`config.mk`:
```
export PLATFORM = sky130hd
export DESIGN_NAME = axis_uart_rx_word_packer
export DESIGN_NICKNAME = d
export VERILOG_FILES = /design/src/rtl/axis_uart_rx_word_packer.sv
export SDC_FILE = /design/constraint.sdc
export NUM_CORES = 1
export LEC_CHECK = 0
export BUFFER_PORTS_ARGS = -buffer_cell sky130_fd_sc_hd__clkbuf_2
export CORE_ASPECT_RATIO = 0.75
export CORE_MARGIN = 4
export CORE_UTILIZATION = 55
export DETAILED_ROUTE_END_ITERATION = 6
export PLACE_DENSITY = 0.79
export SLEW_MARGIN = 0
export SYNTH_ARGS = -nofsm -noshare
export SYNTH_HDL_FRONTEND = slang
export SYNTH_SLANG_ARGS = --single-unit
```
`constraint.sdc`:
```
create_clock -name aclk -period 3.4 [get_ports aclk]
set_clock_uncertainty 0.05 [all_clocks]
set_input_delay 0 -clock aclk [delete_from_list [all_inputs] [get_ports aclk]]
set_output_delay 0 -clock aclk [all_outputs]
set_load 0.01 [all_outputs]
```
`src/rtl/axis_uart_rx_word_packer.sv`:
```
// Packs received UART characters into little-endian AXI-Stream words.
// A partial word is closed by an idle timeout or a flush pulse and is marked with tkeep/tlast.
module axis_uart_rx_word_packer #(
  parameter int AXI_DATA_WIDTH = 32,
  parameter int DATA_BITS      = 8,
  parameter int TIMEOUT_CYCLES = 34_720
) (
  input  logic                                aclk,
  input  logic                                areset,
  input  logic                                flush,
  input  logic [AXI_DATA_WIDTH-1:0]           s_axis_tdata,
  input  logic                                s_axis_tvalid,
  output logic                                s_axis_tready,
  output logic [AXI_DATA_WIDTH-1:0]           m_axis_tdata,
  output logic [AXI_DATA_WIDTH/DATA_BITS-1:0] m_axis_tkeep,
  output logic                                m_axis_tlast,
  output logic                                m_axis_tvalid,
  input  logic                                m_axis_tready
);

  localparam int LANES = AXI_DATA_WIDTH / DATA_BITS;
  localparam int CW    = (LANES > 1) ? $clog2(LANES) : 1;
  localparam int TW    = $clog2(TIMEOUT_CYCLES + 1);

  if ((AXI_DATA_WIDTH % DATA_BITS) != 0) begin : g_err_width
    $error("AXI_DATA_WIDTH must be a multiple of DATA_BITS");
  end
  if (LANES < 2) begin : g_err_lanes
    $error("at least two character lanes are required");
  end
  if (TIMEOUT_CYCLES < 2) begin : g_err_timeout
    $error("TIMEOUT_CYCLES must be at least 2");
  end

  typedef enum logic {
    COLLECT = 1'b0,
    EMIT    = 1'b1
  } state_t;

  state_t state, state_next;

  logic [CW-1:0]             cnt;
  logic [TW-1:0]             timer;
  logic [AXI_DATA_WIDTH-1:0] acc;
  logic [AXI_DATA_WIDTH-1:0] out_data;
  logic [LANES-1:0]          out_keep;
  logic                      out_last;

  logic                      accept;
  logic                      last_lane;
  logic                      timeout;
  logic                      flush_close;
  logic                      close;
  logic                      close_last;
  logic [CW:0]               n_lanes;
  logic [LANES-1:0]          keep_next;
  logic [AXI_DATA_WIDTH-1:0] acc_wr;

  // Only the low DATA_BITS of each beat carry a character.
  logic unused_tdata;
  assign unused_tdata = ^s_axis_tdata[AXI_DATA_WIDTH-1:DATA_BITS];

  assign s_axis_tready = (state == COLLECT) && !areset;
  assign m_axis_tvalid = (state == EMIT);
  assign m_axis_tdata  = out_data;
  assign m_axis_tkeep  = out_keep;
  assign m_axis_tlast  = out_last;

  always_ff @(posedge aclk or posedge areset) begin
    if (areset) state <= COLLECT;
    else        state <= state_next;
  end

  always_comb begin
    state_next  = state;
    accept      = s_axis_tvalid && s_axis_tready;
    last_lane   = (cnt == CW'(LANES - 1));
    timeout     = 1'b0;
    flush_close = 1'b0;
    close       = 1'b0;
    close_last  = 1'b0;
    n_lanes     = {1'b0, cnt} + (CW + 1)'(accept);
    keep_next   = '0;
    acc_wr      = acc;

    for (int k = 0; k < LANES; k++) begin
      if (accept && (cnt == CW'(k))) acc_wr[k*DATA_BITS +: DATA_BITS] = s_axis_tdata[DATA_BITS-1:0];
      keep_next[k] = ((CW + 1)'(k) < n_lanes);
    end

    case (state)
      COLLECT: begin
        // An accept always beats the timeout; flush alongside an accept still closes.
        timeout     = (cnt != '0) && (timer == TW'(TIMEOUT_CYCLES - 1)) && !accept;
        flush_close = flush && (cnt != '0) && !accept;
        close       = (accept && (last_lane || flush)) || timeout || flush_close;
        close_last  = !(accept && !flush);
        if (close) state_next = EMIT;
      end
      EMIT: begin
        if (m_axis_tready) state_next = COLLECT;
      end
      default: state_next = COLLECT;
    endcase
  end

  always_ff @(posedge aclk or posedge areset) begin
    if (areset) begin
      cnt      <= '0;
      timer    <= '0;
      acc      <= '0;
      out_data <= '0;
      out_keep <= '0;
      out_last <= 1'b0;
    end else begin
      if (accept) begin
        acc   <= acc_wr;
        cnt   <= cnt + 1'b1;
        timer <= '0;
      end else if ((state == COLLECT) && (cnt != '0)) begin
        timer <= timer + 1'b1;
      end else begin
        timer <= '0;
      end

      // Clearing the accumulator at close keeps unused lanes of the next word at zero.
      if (close) begin
        out_data <= acc_wr;
        out_keep <= keep_next;
        out_last <= close_last;
        acc      <= '0;
        cnt      <= '0;
        timer    <= '0;
      end

      if ((state == EMIT) && m_axis_tready) begin
        acc   <= '0;
        timer <= '0;
      end
    end
  end

endmodule
```
Word level (Yosys, flattened, before mapping)

Cells that the tools add are included.

Bits of input ports: 37
Register bits: 88

Reduce and logical (&&, ||, !) cells: 25
Add/subtract/negate cells: 3
$lt $le $gt $ge: 4
Equal/unequal tests: 4
Bitwise gates (word level): 1
Muxes and demuxes: 18

Operators by type and width:

| operator              | number |
|---|---|
| $mux 32               | 3 |
| $mux 16               | 4 |
| $mux 8                | 4 |
| $add 16x1->16 const B | 1 |
| $eq 16x16->1 const B  | 1 |
| $logic_and 1x1->1     | 14 |
| $lt 1x3->1 const A    | 2 |
| $lt 2x3->1 const A    | 2 |
| $eq 2x2->1 const B    | 2 |
| $logic_not 1->1       | 4 |
| $mux 1                | 4 |
| $mux 2                | 2 |
| $reduce_bool 2->1     | 2 |
| $add 2x1->3           | 1 |
| $logic_or 1x1->1      | 3 |
| $reduce_bool 3->1     | 1 |
| $add 2x1->2 const B   | 1 |
| $eq 2x1->1 const B    | 1 |
| $logic_not 2->1       | 1 |
| $pmux 1 s2            | 1 |
| $not 1->1             | 1 |

Longest topological paths before layout

Gate-level depths: netlist of run 1.

Depth after elaboration: 10
Gate-level depth with buffers: 8

Worst setup path after synthesis of run 1

OpenSTA, ideal clock, no wires.

Kind: flip-flop to flip-flop
Start: register cnt[0]
End: register out_data[0], in the netlist m_axis_tdata[0]
Arrival time: 2.531 ns
Required time: 3.225 ns
Cell stages (with the launch flop): 8
Buffers on the path: 1
Path slack: 0.695 ns
Library setup time: 0.125 ns
Cell sequence: dfrtp_1 -> inv_1 -> ha_1 -> or4b_1 -> or4_4 -> a221oi_4 -> buf_6 -> mux2_2

Longest elaborated chain between the ends: 6

RTL lines:

| item                                                         | RTL line   | RTL |
|---|---|---|
| start, declared                                              | 42         | `logic [CW-1:0] cnt;` |
| start signal, assigned                                       | 118        | `cnt <= cnt + 1'b1;` |
| $eq 2x2->1 / $reduce_bool 2->1 (equally long branches)       | 77, 94, 95 |  |
| $logic_or 1x1->1 / $logic_and 1x1->1 (equally long branches) | 96, 94     |  |
| $logic_and 1x1->1 (on tied branches)                         | 96, 94     |  |
| $logic_or 1x1->1 (2 in a row)                                | 96         | `close = (accept && (last_lane \|\| flush)) \|\| timeout \|\| flush_close;` |
| $mux 1                                                       | 91         | `case (state)` |
| end signal, assigned                                         | 128        | `out_data <= acc_wr;` |
| end, declared                                                | 45         | `logic [AXI_DATA_WIDTH-1:0] out_data;` |

Parallel ways exist; a longest one is shown, timed or not.
A chain may end at the register's enable or synchronous reset.

Worst setup path in the final report of run 1

Start: register cnt[0]
End: register out_data[16], in the netlist m_axis_tdata[16]

Same word-level chain as after synthesis.

==> results of run 1 <==
[flip-flops by register name (all words and copies together), names as in the netlist]
register and flops:
acc 32, cnt 2, m_axis_tdata 32, m_axis_tkeep 4
m_axis_tlast 1, m_axis_tvalid 1, timer 16
[worst paths after layout]
| kind | to | start | slack (ps) |
|---|---|---|---|
| min | acc[30] | s_axis_tdata[6] | 40 |
| min reg2reg | timer[0] | timer[0] | 440 |
| max in group asynchronous | acc[18] | areset | 2420 |
| max reg2reg | m_axis_tdata[16] | cnt[0] | 440 |
| max | m_axis_tdata[16] | cnt[0] | 440 |
| min in group asynchronous | timer[12] | areset | 150 |
[cell usage after synthesis]
cell | number | area, um2
sky130_fd_sc_hd__or4_1 | 1 | 7.51
sky130_fd_sc_hd__xor2_1 | 4 | 35.0
sky130_fd_sc_hd__nor3_1 | 5 | 25.0
sky130_fd_sc_hd__and4_1 | 1 | 8.76
sky130_fd_sc_hd__nor4_1 | 3 | 18.8
sky130_fd_sc_hd__buf_4 | 3 | 22.5
sky130_fd_sc_hd__a22oi_1 | 32 | 240
sky130_fd_sc_hd__nor4bb_1 | 4 | 40.0
sky130_fd_sc_hd__mux2i_1 | 1 | 10.0
sky130_fd_sc_hd__nand2_1 | 7 | 26.3
sky130_fd_sc_hd__a221oi_4 | 1 | 26.3
sky130_fd_sc_hd__a31o_2 | 1 | 8.76
sky130_fd_sc_hd__nand2b_1 | 1 | 6.26
sky130_fd_sc_hd__buf_6 | 4 | 45.0
sky130_fd_sc_hd__or4_4 | 1 | 11.3
sky130_fd_sc_hd__ha_1 | 8 | 100
sky130_fd_sc_hd__nor2_1 | 53 | 199
sky130_fd_sc_hd__nand3_1 | 6 | 30.0
sky130_fd_sc_hd__o211ai_1 | 1 | 7.51
sky130_fd_sc_hd__o21bai_1 | 1 | 7.51
sky130_fd_sc_hd__nor2b_1 | 1 | 6.26
sky130_fd_sc_hd__xnor2_1 | 10 | 87.6
sky130_fd_sc_hd__clkbuf_1 | 10 | 37.5
sky130_fd_sc_hd__or4b_1 | 1 | 10.0
sky130_fd_sc_hd__inv_1 | 11 | 41.3
sky130_fd_sc_hd__o21ai_0 | 1 | 5.00
sky130_fd_sc_hd__mux2_2 | 67 | 754
sky130_fd_sc_hd__o31ai_1 | 1 | 7.51
sky130_fd_sc_hd__nand4_1 | 5 | 31.3
sky130_fd_sc_hd__o311ai_0 | 1 | 8.76
sky130_fd_sc_hd__a21oi_1 | 8 | 40.0
sky130_fd_sc_hd__dfrtp_1 | 88 | 2200
[routing by layer]
metal | routed length [um] | share of wire | up-vias
met1 | 3750 | 0.48 | 1349
met3 | 429 | 0.055 | 6
met4 | 59 | 0.0075 | 0
li1 | - | - | 1346
met5 | 0 | 0 | -
met2 | 3630 | 0.46 | 70
[where the power goes]
part           total, mW  internal, mW  switching, mW
logic              0.838         0.399          0.439
clock network      0.613         0.276          0.337
registers           1.38          1.24          0.140
[through the flow]
| step | hold slack, ps | power [mW] | worst slack (ps) |
|---|---|---|---|
| finish | 37.7 | 2.83 | 441 |
| global route | 32.4 | 3.02 | 288 |
| CTS | 19.0 | 2.87 | 434 |
| detailed placement | -21.7 | 2.24 | 440 |
| global placement | -31.9 | 2.22 | 503 |
| floorplan | -7.08 | 1.98 | 695 |
[area by class of cell]
class,count,area [um2]
fillers,543,2340
multi-input cells,226,1780
well taps,98,123
clock inverters,3,20.0
inverters,11,42.5
flip-flops and latches,88,2200
clock buffers,11,141
repair buffers,65,373
[cells by family (layout without fill, tap and decap cells)]
group / Yosys count / count (layout) / share of synthesized area
AND/OR/NAND/NOR: 89 / 89 / 0.102
flip-flops: 88 / 88 / 0.536
multiplexers: 68 / 68 / 0.186
AO/OA/AOI/OAI: 47 / 47 / 0.0856
buffers and inverters: 28 / 90 / 0.0356
XOR/XNOR: 14 / 14 / 0.0298
adder cells (fa/ha/maj): 8 / 8 / 0.0244
[critical path, delay by kind of cell, from the launching register on]
kind	cells	cell delay [ps]
AND/OR/NAND/NOR	2	940
AO/OA/AOI/OAI	1	260
adder cells (fa/ha/maj)	1	250
flip-flops	1	450
multiplexers	1	380
buffers and inverters	2	500
==> results.md, run 1 <==
Drt:
- The average wire per standard cell is 15.7 um.
- In the routed layout, each cell is associated on average with a via count of 5.52.
- The number of design-rule violations left by the first detailed-router iteration is 119.
- Once detail routing completed, the nets flagged for antenna violations numbered 0.
- The pre-antenna-repair detailed-routing pass consisted of 4 iterations.
- In the routed design, unresolved DRC markers number 0.
- The routed via count is 2771.
- For this block, the routed nets add up to 7870 um of wire.

Critical path:
- The worst setup path is captured at a flip-flop.
- STA classifies the critical path startpoint as a flip-flop.
- The critical path class is flip-flop to flip-flop.
- Of all nets on the critical path, the largest fanout is 34.
- The largest single stage delay on the critical path is 470 ps.
- The slowest stage cell on the critical path is sky130_fd_sc_hd__or4b_1.
- Measured in cells, the most critical reg-to-reg path has a length of 7.
- The data arrival time of the worst path is 3140 ps.
- The signal on the critical path passes through inv_1 -> ha_1 -> or4b_1 -> or4_4 -> a221oi_4 -> buf_4 -> mux2_2.
- The required time of the worst setup path is 3580 ps.

Clock tree:
- The number of buffers inserted by post-CTS setup repair is 0.
- The root cell of the clock tree is sky130_fd_sc_hd__clkbuf_8.
- CTS built an H-tree with a depth of 3.
- The maximum root-to-sink buffer count is 2.
- The latest clock arrival within the worst-skew pair is 350 ps.
- The clock transition at the registers of the reported paths is 80 ps.
- The number of hold buffers added after CTS was 5.
- The tree built by TritonCTS fans out to 88 sinks.
- TritonCTS built the clock tree.
- Buffers inserted during clock tree synthesis total 9.
- The post-cts gate resize count is 0.

STA:
- The worst pin sits at a relative slew slack of 0.567.
- Setup total negative slack on the finished layout was measured at 0 ps.
- The number of hold-slack violations in the final timing report is 0.
- The total of endpoints with negative setup slack in the final report is 0.
- The measured slew at the worst slew-check pin is 650 ps.
- Static timing analysis puts the maximum clock frequency at 0.338 GHz.
- The number of max-slew violations in the final report came to 0.
- Setup repair after global routing left no endpoint under its margin.
- The shortest period the worst path allows is 2960 ps.
- In the finished design, the share of the clock period the worst path needs comes to 0.870.

GRT:
- The global-route layer with the greatest usage is met1.
- The initial antenna violation count is 0.
- The largest net degree at the start of global routing is 41.
- The number of global-route vias before repair came to 2665.
- In the global route stage, overall resource usage came out at 0.190.
- The fraction of met2 tracks used by global routing is 0.271.
- For met1 alone, demand over resource in global routing was 0.281.
- The global-route congestion overflow total is 0.
- In the global route stage, met3 resource usage came out at 0.0574.
- The wire length of the first global-routing pass is 13400 um.

Run status:
- The flow ran to the end, and the final reports show no timing, DRC or antenna violations.

Floorplan:
- The die covers 0.00893 mm2.
- After floorplanning, the core was sized to cover 0.00703 mm2.
- From bottom edge to top edge, the die measures 82.8 um.
- The die extent in x is 108 um.
- The boundary pin count is 76.
- The site row count is 26.
- The initial core utilization is 0.585.

Final layout:
- The antenna diode instance count is 0.
- The area growth from synthesis to final layout is 14.1%.
- Leaving out fill and tap cells, the most frequent cells in the layout are 88 x sky130_fd_sc_hd__dfrtp_1, 67 x sky130_fd_sc_hd__mux2_2, 53 x sky130_fd_sc_hd__nor2_1, 51 x sky130_fd_sc_hd__clkbuf_2, 32 x sky130_fd_sc_hd__a22oi_1.
- For this run, the post-layout net count is 446.
- After routing the design area is 0.00469 mm2.
- The count of placed standard cells in the final layout, fillers left out is 502.
- In the final layout, the share of cells above drive strength 1 is 0.366.
- Once layout is complete, the utilization of the core stands at 0.667.
- Leaving out fill and tap cells, the most frequent cell in the layout is sky130_fd_sc_hd__dfrtp_1.

Synthesis:
- Averaged over all synthesized cells, the footprint is 12.0 um2.
- The number of distinct library cells after synthesis is 32.
- Counting every net in the synthesized netlist gives 387.
- The synthesized netlist cell count is 342.
- The share of the Yosys chip area taken by registers is 0.536.
- The Yosys step of the flow raised 0 warnings.
- The area of the mapped netlist is 0.00411 mm2.
- After synthesis the netlist holds a flip-flop and latch count of 88.

Power and ir drop:
- The worst-case IR drop observed on VDD is 0.363 mV.
- Power spread over the standard cell area amounts to 604 mW/mm2.
- The static leakage is 2.26 nW.

Placed design:
- Routability-driven placement finished with a final weighted congestion of 0.821.
- The placed instances occupy a cell area of 0.00447 mm2.
- After detailed placement, the design holds a cell count of 483.
- In this run the tool buffered the top-level ports with 51 buffer cells.
- The wire-length estimate of the detail-placed layout is 5470 um.

Hold path:
- The cell depth of the worst min-delay path is 3.
- The class of the worst hold path is primary input to flip-flop.

Job:
- The total of max-cap violations is 0.
(Power assumes the default switching activity.)
==> inputs of run 2 (changes only) <==
Settings changed: ABC_CLOCK_PERIOD_IN_PS set to 3400, CORE_MARGIN 4 to 1, MAX_ROUTING_LAYER set to met4.
==> results.md, run 2 (synthesized netlist as in run 1, its figures left out) <==
Run status:
- The flow ran to the end, and the final reports show no timing, DRC or antenna violations.

Critical path:
- Broken down by cell family, the worst path's largest delay share belongs to simple AND/OR/NAND/NOR gates.
- Counting both buffers and inverters, the worst setup path holds a total of 2.
- The required time of the worst setup path is 3590 ps.
- Across all register-to-register paths, the minimum setup slack is 380 ps.
- STA classifies the critical path endpoint as a flip-flop.
- Walking the worst path, the cells encountered are inv_1 -> ha_1 -> or4b_1 -> or4_4 -> a221oi_4 -> buf_4 -> mux2_2.
- STA puts the critical path data arrival time at 3210 ps.
- The worst setup path is launched from a flip-flop.
- In this run the worst path has a maximum fanout of 32.
- The instance count on the critical path is 7.
- The critical path class is flip-flop to flip-flop.
- In this design, the stage delay of the slowest critical-path cell is 470 ps.
- The depth of the most critical reg-to-reg path is 7.
- The slowest stage of the critical path belongs to the cell sky130_fd_sc_hd__or4_4.

STA:
- The final critical-path share of the clock period is 0.888.
- The fmax is 0.331 GHz.
- The number of max-slew violations in the final report is 0.
- The worst hold slack is 15.4 ps.
- The number of hold-slack violations in the final timing report is 0.
- The measured slew at the worst slew-check pin is 1010 ps.
- Measured against its own limit, the worst slew margin works out to 0.326.
- Setup total negative slack on the finished layout was measured at 0 ps.
- The shortest period the worst path allows is 3020 ps.
- The total of endpoints with negative setup slack in the final report is 0.
- The worst path setup slack after routing is 382 ps.
- Setup repair after global routing left no endpoint under its margin.

Hold path:
- The cell depth of the worst min-delay path is 3.
- The tightest min-delay check is of the primary input to flip-flop type.

Power and ir drop:
- The static leakage is 2.27 nW.
- The total power per unit cell area is 628 mW/mm2.
- The maximum ir drop on the vdd rail is 0.300 mV.

Clock tree:
- The CTS H-tree depth is 3.
- The root cell of the clock tree is sky130_fd_sc_hd__clkbuf_8.
- TritonCTS created 9 clock buffers.
- The maximum root-to-sink buffer count is 2.
- The latest clock arrival within the worst-skew pair is 360 ps.
- After clock tree synthesis, the clock-pin slew on the worst setup and hold paths is 100 ps.
- Clock tree synthesis found a total of 88 sinks.
- The clock tree from TritonCTS is built.

Drt:
- The number of detailed-routing iterations run before antenna repair is 4.
- The routed via count is 2800.
- After detailed routing, the number of vias per cell comes to 5.59.
- The first routing iteration left 113 violations.
- The number of antenna-violating nets in the routed design is 0.
- For this run, design rule violations remaining after detail routing come to 0.
- The average wire per standard cell is 16.2 um.
- After detailed routing, the total wire length is 8100 um.

GRT:
- The largest net degree at the start of global routing is 60.
- The initial antenna violation count was 0.
- The number of global-route vias before repair came to 2717.
- For this run, the total global-route usage over all layers was measured as 0.234.
- For this run the aggregate overflow at the end of global routing stands at 0.
- The first global-routing pass estimated 13500 um of wire.

Final layout:
- The area growth from synthesis to final layout is 14.7%.
- The number of nets in the finished design is 443.
- The final design utilization is 0.671.
- In the layout the commonest cells are 88 x sky130_fd_sc_hd__dfrtp_1, 67 x sky130_fd_sc_hd__mux2_2, 53 x sky130_fd_sc_hd__nor2_1, 51 x sky130_fd_sc_hd__clkbuf_2, 32 x sky130_fd_sc_hd__a22oi_1.
- The antenna diode instance count is 0.
- Of the cells placed in the final design, the portion with a size suffix greater than 1 is 0.370.
- The leading cell type in the layout, fill and taps excluded is sky130_fd_sc_hd__dfrtp_1.

Floorplan:
- The die covers 0.00782 mm2.
- The die extent in x is 102 um.
- The core box area is 0.00703 mm2.
- The floorplan die height is 76.8 um.
- The boundary pin count is 76.
- After floorplanning, the core was divided into 26 placement rows.
- The initial core utilization is 0.585.

Job:
- The total of max-cap violations is 0.

Placed design:
- Routability-driven placement finished with a final weighted congestion of 0.772.
- Timing analysis after detailed placement gives a worst setup slack of 398 ps.
- Input and output buffers added on the ports amount to 51.
- The detailed placement HPWL is 5410 um.
run 2: cell types whose count changed in the layout (fill, tap and decap cells not counted), sizes merged:
| cell | change |
|---|---|
| clkinv | +2 |
| clkbuf | -2 |
| dlygate4sd3 | -1 |
| buf | -2 |
| clkinvlp | -1 |
| inv | +2 |
| bufinv | +1 |
run 2: final cells by class:
| cell class | instances | area (um2) |
|---|---|---|
| fill | 573 | 2310 |
| sequential | 88 | 2200 |
| multi-input combinational | 226 | 1780 |
| timing repair buffer | 62 | 360 |
| clock buffer | 9 | 124 |
| tap | 98 | 123 |
| clock inverter | 7 | 77.6 |
| inverter | 11 | 42.5 |
run 2: worst reg2reg max path, delay by kind of cell, from the launching register on:
family          cells  cell delay [ps]
compound gates      1              310
fa+ha+maj           1              250
mux                 1              400
buf+inv             2              490
flops               1              460
simple gates        2              930
run 2: per-layer routing:
metal  GRT usage  share of wire  vias up  wire length [um]
met5           -              0        -                 0
met4      0.0667          0.011        0                88
met3      0.0547          0.058        9               471
met2       0.342           0.47       71              3810
met1       0.327           0.46     1390              3720
li1            -              -     1330                 -
run 2: path summary, 6_finish.rpt:
| kind | startpoint | to |
|---|---|---|
| hold / removal | s_axis_tdata[6] | acc[30] |
| setup / recovery | cnt[0] | m_axis_tdata[13] |
| hold reg to reg | timer[0] | timer[0] |
| min in group asynchronous | areset | m_axis_tkeep[3] |
| max in group asynchronous | areset | acc[24] |
| setup reg to reg | cnt[0] | m_axis_tdata[13] |
run 2: timing repair:
item / 4_1_cts / 5_1_grt
endpoints found under the hold margin: 61 / 0
gates resized for setup: 0 / 0
hold buffers: 4 / 0
setup buffers: 0 / 0
run 2: through the flow:
| stage | cells | total power, mW | instance area [um2] |
|---|---|---|---|
| 2_1_floorplan | 342 | 1.98 | 4110 |
| 3_3_place_gp | 481 | 2.22 | 4470 |
| 3_5_place_dp | 481 | 2.25 | 4470 |
| 4_1_cts | 501 | 2.99 | 4710 |
| 5_1_grt | 501 | 3.14 | 4710 |
| 6_report | 501 | 2.96 | 4710 |
run 2: report_power, final:
group / internal [mW] / switching, mW
clock: 0.346 / 0.383
combinational: 0.402 / 0.443
sequential: 1.24 / 0.145
total: 1.99 / 0.971
==> inputs of run 3 (changes only) <==
Settings changed: GPL_TIMING_DRIVEN set to 0.
==> results.md, run 3 (synthesized netlist as in run 1, its figures left out) <==
STA:
- Static timing analysis puts the maximum clock frequency at 0.328 GHz.
- The setup total negative slack is 0 ps.
- For the pin with the worst max-slew slack, the measured transition is 669 ps.
- The final critical-path share of the clock period is 0.898.
- The worst path needs 3050 ps of the cycle, external delays included.
- The number of hold-slack violations in the final timing report is 0.
- The total of endpoints with negative setup slack in the final report is 0.
- Measured against its own limit, the worst slew margin works out to 0.554.
- Across all setup checks in the final design, the least slack found is 348 ps.
- Setup repair after global routing left no endpoint under its margin.
- The number of max-slew violations in the final report was 0.

Critical path:
- Traced cell by cell, the critical path runs through inv_1 -> ha_1 -> or4b_1 -> or4_4 -> a221oi_4 -> buf_6 -> mux2_2.
- In this run the worst setup path terminates at m_axis_tdata[27].
- Data on the critical path arrives at its endpoint at 3240 ps.
- The worst register-to-register path has a setup slack of 350 ps.
- Data on the critical path is required at its endpoint by 3590 ps.
- The number of buffers and inverters on the critical path is 2.
- The maximum fanout along the worst path is 10.
- The startpoint of the lowest-slack register-to-register path is cnt[0].
- The worst register-to-register path ends at m_axis_tdata[27].
- In this run the number of cells on the critical path is 7.
- The kind of start point of the critical path is a flip-flop.
- The critical path starts at cnt[0].
- The slowest stage cell on the critical path is sky130_fd_sc_hd__a221oi_4.
- On the critical path the largest part of the delay comes from simple AND/OR/NAND/NOR gates.
- The worst register-to-register path has a depth of 7.
- By startpoint and endpoint, the worst setup path is classified as flip-flop to flip-flop.
- On the worst path, the slowest cell contributes a delay of 580 ps.
- The worst setup path is captured at a flip-flop.

Drt:
- The average wire per standard cell is 16.8 um.
- The routed via count is 2901.
- In the routed design, unresolved DRC markers number 0.
- For this block, the initial DRC count from the detailed router was 169.
- Before antenna repair, the detailed router went through 4 iterations.
- After detailed routing, the met3 layer carries 491 um of wire.
- Routed signal wires occupy layers up through met4.
- Detailed routing placed a total of 4030 um of wire on met2.
- The met1 wire length is 3990 um.
- After detailed routing, the number of vias per cell comes to 5.69.
- The detail route stage leaves a number of antenna-violating nets equal to 0.
- The post-detailed-routing wire length is 8580 um.

Power and ir drop:
- The static leakage is 2.29 nW.
- The maximum ir drop on the vdd rail is 0.307 mV.
- For this design the ratio of total power to cell area is 634 mW/mm2.

Hold path:
- The cell depth of the worst min-delay path is 3.
- The class of the worst hold path is primary input to flip-flop.
- The origin of the worst min-delay path is s_axis_tdata[7].

Floorplan:
- The initial utilization of the core area, before any placement, comes to 0.585.
- The core region is 0.00703 mm2.
- The die covers 0.00782 mm2.
- 76 I/O pins were placed.
- The floorplan die height is 76.8 um.
- In this run the core area contains 26 standard-cell rows.
- The die extent in x is 102 um.

GRT:
- The number of global-route vias before repair is 2880.
- Across every metal layer, demand over resource in global routing totals 0.250.
- The largest net degree at the start of global routing is 65.
- The first global-routing pass estimated 14500 um of wire.
- Summed over all layers, the global routing overflow is 0.
- The initial antenna violation count came to 0.

Placed design:
- Input and output buffers added on the ports amount to 51.
- The worst setup timing slack at the placement stage is 348 ps.
- Once detailed placement completed, the half-perimeter wirelength came to 5850 um.
- The final weighted congestion in routability-driven placement is 0.810.

Job:
- The total of max-cap violations is 0.

Clock tree:
- In this run, CTS created clock tree buffers numbering 9.
- Post-CTS repair changed the size of 0 cells.
- The cell sitting at the root of the clock tree is a sky130_fd_sc_hd__clkbuf_8.
- The clock passes through at most 2 buffers.
- The clock drives 88 sinks.
- At the later pin of the worst-skew pair, clock insertion delay measures 350 ps.
- The H-tree was split into 3 levels.
- The number of hold buffers added after CTS is 3.
- TritonCTS built the clock tree.
- After clock tree synthesis, the clock-pin slew on the worst setup and hold paths is 80 ps.
- The number of buffers inserted by post-CTS setup repair is 0.

Final layout:
- The leading cell type in the layout, fill and taps excluded is sky130_fd_sc_hd__dfrtp_1.
- The library cells used most frequently in the layout, excluding fill and tap cells, are 88 x sky130_fd_sc_hd__dfrtp_1, 67 x sky130_fd_sc_hd__mux2_2, 53 x sky130_fd_sc_hd__nor2_1, 51 x sky130_fd_sc_hd__clkbuf_2, 32 x sky130_fd_sc_hd__a22oi_1.
- The fraction of final layout cells with drive strength greater than 1 is 0.350.
- Summing all multi-input logic gate instances after layout gives 0.00176 mm2.
- The number of antenna diodes in the final layout is 0.
- Counting the fill cells in the layout gives 539.
- The flip-flop and latch area is 0.00220 mm2.
- Compared with the post-synthesis result, the final layout area differs by 15.7%.
- The final design utilization is 0.676.
- The number of nets in the finished design is 453.

Run status:
- The run finished with clean final reports.
-- run 3: cell types whose count changed in the layout (fill, tap and decap cells not counted), sizes merged --
cell / previous run / this run
buf: 7 / 8
clkbuf: 60 / 74
clkinv: 4 / 0
dlygate4sd3: 4 / 3
inv: 12 / 11
-- run 3: power breakdown --
part	total [mW]	internal (mW)	switching, mW
Combinational	0.901	0.421	0.479
Sequential	1.37	1.24	0.127
Clock	0.744	0.396	0.348
Total	3.01	2.06	0.955
-- run 3: layout make-up --
type,count,share of cell area
Buffer,17,0.0221
Multi-Input combinational cell,226,0.370
Clock inverter,2,0.00790
Clock buffer,13,0.0355
Timing Repair Buffer,55,0.0658
Sequential cell,88,0.463
Tap cell,98,0.0258
Inverter,11,0.00922
-- run 3: routing by layer --
layer,up-vias,track usage
met5,-,-
met4,0,0.0435
met3,9,0.0611
met2,85,0.382
met1,1449,0.344
li1,1358,-
-- run 3: stage by stage --
stage          hold slack (ps)  cells  area [um2]  power (mW)
2_1_floorplan            -7.08    342        4110        1.98
3_3_place_gp               235    491        4490        2.25
3_5_place_dp              25.4    492        4520        2.29
4_1_cts                   8.06    510        4750        3.03
5_1_grt                   39.2    510        4750        3.19
6_report                  19.1    510        4750        3.01
-- run 3: how the worst min path moves through the flow --
stage / to / slack [ps]
finish: acc[7] / 20
global route: acc[24] / 40
CTS: acc[7] / 8
detailed placement: m_axis_tkeep[3] / 30
global placement: m_axis_tvalid / 230
floorplan: s_axis_tready / -7
-- run 3: tightest hold or removal path, stage by stage --
cell and delay (ps):
sky130_fd_sc_hd__clkbuf_2 180, sky130_fd_sc_hd__a22oi_1 110, sky130_fd_sc_hd__nor2_1 80
